--- config.mk ---
export PLATFORM = sky130hd
export DESIGN_NAME = clmul_unit
export DESIGN_NICKNAME = d
export VERILOG_FILES = /design/src/rtl/clmul_unit.sv
export SDC_FILE = /design/constraint.sdc
export NUM_CORES = 2
export LEC_CHECK = 0
export CAP_MARGIN = 20
export CELL_PAD_IN_SITES_DETAIL_PLACEMENT = 1
export CELL_PAD_IN_SITES_GLOBAL_PLACEMENT = 1
export CORE_MARGIN = 2
export CORE_UTILIZATION = 39
export DETAILED_ROUTE_END_ITERATION = 16
export GPL_TIMING_DRIVEN = 0
export PLACE_DENSITY_LB_ADDON = 0.1
export SKIP_LAST_GASP = 1
export SLEW_MARGIN = 5
export SYNTH_ARGS = -nofsm -noshare
export SYNTH_HDL_FRONTEND = slang
export SYNTH_SLANG_ARGS = --single-unit
export TNS_END_PERCENT = 5
--- constraint.sdc ---
create_clock -name clk_i -period 1.6 [get_ports clk_i]
set_input_delay 0.16 -clock clk_i [delete_from_list [all_inputs] [get_ports clk_i]]
set_output_delay 0.16 -clock clk_i [all_outputs]
set_load 0.005 [all_outputs]
--- src/rtl/clmul_unit.sv ---
// Iterative carry-less multiplier (CLMUL/CLMULH/CLMULR) that consumes BITS_PER_CYCLE
// multiplier bits per cycle and finishes as soon as no set bits remain in operand B.
module clmul_unit #(
  parameter int XLEN           = 64,
  parameter int BITS_PER_CYCLE = 8,
  parameter int TRANS_ID_BITS  = 3
) (
  input  logic                     clk_i,
  input  logic                     rst_i,
  input  logic                     flush_i,
  input  logic                     valid_i,
  output logic                     ready_o,
  input  logic [1:0]               operation_i,
  input  logic [XLEN-1:0]          operand_a_i,
  input  logic [XLEN-1:0]          operand_b_i,
  input  logic [TRANS_ID_BITS-1:0] trans_id_i,
  output logic [XLEN-1:0]          result_o,
  output logic                     result_valid_o,
  output logic [TRANS_ID_BITS-1:0] result_trans_id_o,
  input  logic                     result_ready_i
);

  localparam int PW = 2 * XLEN;

  typedef enum logic [1:0] {IDLE, BUSY, DONE} state_t;

  state_t                   state;
  logic [PW-1:0]            acc;
  logic [PW-1:0]            a_sh;
  logic [XLEN-1:0]          b_sh;
  logic [1:0]               op;
  logic [TRANS_ID_BITS-1:0] tid;

  logic [PW-1:0]            acc_next;
  logic [XLEN-1:0]          b_next;

  function automatic logic [PW-1:0] chunk_product(input logic [PW-1:0] a,
                                                  input logic [BITS_PER_CYCLE-1:0] b);
    logic [PW-1:0] p;
    p = '0;
    for (int j = 0; j < BITS_PER_CYCLE; j++) begin
      if (b[j]) p = p ^ (a << j);
    end
    return p;
  endfunction

  // Opcode 11 is reserved and behaves as CLMUL.
  function automatic logic [XLEN-1:0] select_result(input logic [PW-1:0] p,
                                                    input logic [1:0]    sel);
    logic [XLEN-1:0] r;
    case (sel)
      2'b01:   r = p[PW-1:XLEN];
      2'b10:   r = p[PW-2:XLEN-1];
      default: r = p[XLEN-1:0];
    endcase
    return r;
  endfunction

  always_comb begin
    acc_next = acc ^ chunk_product(a_sh, b_sh[BITS_PER_CYCLE-1:0]);
    b_next   = b_sh >> BITS_PER_CYCLE;
  end

  always_ff @(posedge clk_i) begin
    if (rst_i) begin
      state <= IDLE;
      acc   <= '0;
      a_sh  <= '0;
      b_sh  <= '0;
      op    <= '0;
      tid   <= '0;
    end else if (flush_i) begin
      state <= IDLE;
    end else begin
      case (state)
        IDLE: begin
          if (valid_i) begin
            op    <= operation_i;
            tid   <= trans_id_i;
            acc   <= '0;
            a_sh  <= {{XLEN{1'b0}}, operand_a_i};
            b_sh  <= operand_b_i;
            state <= (operand_b_i == '0) ? DONE : BUSY;
          end
        end
        // Early exit as soon as the remaining multiplier bits are all zero.
        BUSY: begin
          acc   <= acc_next;
          a_sh  <= a_sh << BITS_PER_CYCLE;
          b_sh  <= b_next;
          if (b_next == '0) state <= DONE;
        end
        DONE: begin
          if (result_ready_i) state <= IDLE;
        end
        default: state <= IDLE;
      endcase
    end
  end

  always_comb begin
    ready_o           = (state == IDLE);
    result_valid_o    = (state == DONE);
    result_o          = result_valid_o ? select_result(acc, op) : '0;
    result_trans_id_o = result_valid_o ? tid : '0;
  end

endmodule

==> results.yml <==
route:
  via_per_inst: 5.59
  vias: 29000
  wl_per_cell_um: 24.4
  drc_errors: 0
  wirelength_mm: 127
  drt_pre_antenna_iters: 5
  ant_nets: 0
  drtIter0Drc: 2430
synthesis:
  synth_cell_types: 31
  synth_cells: 3985
  ys_warn_count: 0
  async_reset_ff_share_pct: 0
  syn-cell-area_um2: 26900
  ys_seq_area_share_pct: 24.4
  synth_edf_count: 0
  synth_flop_cell: "dfxtp_1"
  synth.avg_cell_area_um2: 6.75
  synth_nets: 4125
  ys_ff_latch: 327
sta:
  rsz0062_at_grt: "true"
  clock.fmax_ghz: 0.394
  finalHoldViolCount: 0
  fin_crit_sh_pct: 159
  setup_tns_ns: -168.52
  worst_slack_ns: -0.936
  relSlewSlack_pct: 38.9
  setup_viol: 373
  clock_skew_ns: 0.0194
  slew_viol_final: 0
  worst_slew_pin_slew_ns: 0.916
  period_needed_ns: 2.54
clock_tree:
  cts_inserted_buffers: 43
  cts_root_buf: "clkbuf_16"
  cts_tree: "yes"
  clk_pin_slew_worst_paths_ns: 0.06
  cts_buffer_depth: 3
  htree_levels: 2
  cts.sinks: 327
  clk_latency_ns: 0.62
global_routing:
  first_global_vias: 28300
  antenna_found_initial: 2
  grt_max_degree: 13
  grt_pass1_wl_mm: 185
  grt_overflow: 0
  gr-usage-all-layers_pct: 34.7
run:
  maxCapViolations: 0
worst_setup_path:
  slowest_delay_ns: 0.37
  critPathTopFamily: "buffers and inverters"
  crit_arrival_ns: 2.38
  cp.buffers_inverters: 3
  critPathKind: "flop to output port"
  end_kind: "output port"
  cpMaxStageDelayCell: "dfxtp_4"
  worstPathMaxFanout: 10
  cp_cell_sequence: "inv_1, ha_4, clkbuf_8, a22oi_2, nor2_4, a21oi_1, nor2_2, buf_2"
  crit_required_ns: 1.44
  reg2reg_slack_ns: -0.84
  crit_path_start_kind: "flop"
power:
  power_density_nw_per_um2: 751
  leakagePower_nw: 9.97
  total_power_mw: 25.4
  irDropWorstVdd_mv: 0.728
floorplan:
  dieHeight_um: 267
  fp.dieW_um: 267
  num_io_pins: 207
  initial_core_util_pct: 39.3
  core-area_um2: 68500
  die-area_um2: 71000
  rows: 96
run_status:
  failed_checks: "setup timing"
  outcome: "finished, violations left"
finish:
  diodes: 0
  drive_above_1_share_pct: 13.0
  design_area_um2: 33700
  ff_latch_area_um2: 6570
  layout.cells.non_filler: 5192
  fin_nets: 4416
  area_growth_pct: 25.5
  multiInputGateArea_um2: 19400
  fill_cells: 8761
placement:
  dp_cells: 5075
  port_buffers: 206
  gp_congestion: 0.947
  place_area_um2: 30200
  dp_hpwl_mm: 91.3
worst_hold_path:
  min_path_type: "primary input to flop"
-- per-stage QoR --
stage | utilization [%] | worst slack, ns | hold WS, ns
after floorplan | - | -0.0434 | 0.297
after detailed placement | 44.1 | -2.04 | 0.461
final | 49.3 | -0.936 | 0.123
after CTS | 48.1 | -0.927 | 0.107
after global placement | 44.1 | -1.97 | 0.458
after global routing | 49.3 | -0.956 | 0.142
-- worst paths after layout --
kind                         from      endpoint  cells past startpoint
hold / removal    operand_a_i[28]      a_sh[28]                      3
hold reg to reg         a_sh[127]     a_sh[127]                      2
setup reg to reg          b_sh[7]       acc[46]                      9
setup / recovery            op[1]  result_o[42]                      8
-- cells in the mapped netlist, drive strengths merged (2+ instances only) --
cell type | instances | area [um2]
or3 | 124 | 776
clkbuf | 220 | 826
a22oi | 80 | 601
nor2 | 270 | 1010
and2 | 4 | 25.0
buf | 187 | 1010
nand2b | 2 | 12.5
dfxtp | 327 | 6550
a311oi | 112 | 981
ha | 2 | 25.0
nand3 | 66 | 330
nand4 | 7 | 43.8
xnor2 | 626 | 5480
nand2 | 1288 | 4860
nor4 | 31 | 194
inv | 3 | 11.3
a21oi | 253 | 1270
xor2 | 245 | 2150
mux2i | 5 | 50.1
o21ai | 127 | 636
-- metal layers --
| layer | track usage [%] | wire [um] | share of wire (%) | vias up |
|---|---|---|---|---|
| met5 | 0 | 13 | 0.010 | - |
| met3 | 5.48 | 7920 | 6.2 | 228 |
| met1 | 46.7 | 56000 | 44 | 14400 |
| met4 | 13.9 | 5340 | 4.2 | 2 |
| li1 | - | - | - | 13400 |
| met2 | 55.4 | 57500 | 45 | 928 |
-- area by class of cell --
cell class / instances / share of cell area [%]
flip-flops and latches: 327 / 19.5
repair buffers: 255 / 7.20
inverters: 3 / 0.0334
plain buffers: 398 / 8.05
multi-input cells: 3248 / 57.6
well taps: 882 / 3.27
clock inverters: 22 / 0.834
clock buffers: 57 / 3.58
-- flip-flops by register name, indices dropped and copies added, names as in the netlist --
name,count
a_sh,128
acc,128
b_sh,64
state,2
op,2
tid,3
-- cell usage in the layout, fill, tap and decap left out, types with 7 or more instances in the layout --
cell,count
xnor2_1,625
or3_1,124
a311oi_1,107
buf_2,85
dfxtp_1,321
nand2_2,12
clkbuf_4,13
nor2_1,200
nand2_1,1276
a22oi_2,56
clkdlybuf4s15_1,7
xor2_1,245
nand4_1,7
buf_12,17
a21oi_2,30
o21ai_0,126
nor2_2,33
nor2_4,37
clkbuf_8,20
buf_6,58
clkdlybuf4s50_1,142
clkbuf_1,139
dlygate4sd2_1,32
buf_1,47
clkbuf_16,55
a21oi_4,9
a22oi_1,24
clkinv_2,11
clkbuf_2,32
nand3_1,66
a21oi_1,214
nor4_1,31
buf_4,51
buf_8,11
-- worst reg2reg max path, stage by stage (launching register included) --
cell and delay [ns]:
dfxtp_1 0.30, buf_2 0.27, buf_6 0.27, buf_4 0.31
nand2_1 0.11, xnor2_1 0.24, xnor2_1 0.17, xnor2_1 0.19
or3_1 0.36, a21oi_1 0.14
-- where the power goes --
group	switching, mW	internal [mW]	total (mW)	leakage, nW
registers	0.265	8.47	8.74	2.67
clock network	4.34	6.16	10.5	0.736
logic	3.96	2.16	6.12	6.57
-- cells by family (layout without fill, tap and decap cells) --
group	Yosys count	after routing	synth area share [%]
simple gates	1795	1795	27.1
flops	327	327	24.4
fa+ha+maj	2	2	0.0931
xor+xnor	871	871	28.4
compound gates	575	575	13.0
buf+inv	410	735	6.88
mux	5	5	0.186
-- what timing repair did --
item / in CTS / in global routing
hold endpoints to repair: 0 / 0
pin swaps: 81 / 27
endpoints found under the setup margin: 396 / 396
cloned: 4 / 2
hold buffers: 0 / 0
buffers inserted: 14 / 27
gates resized for setup: 437 / 297
Power figures use the tool's default switching activity.
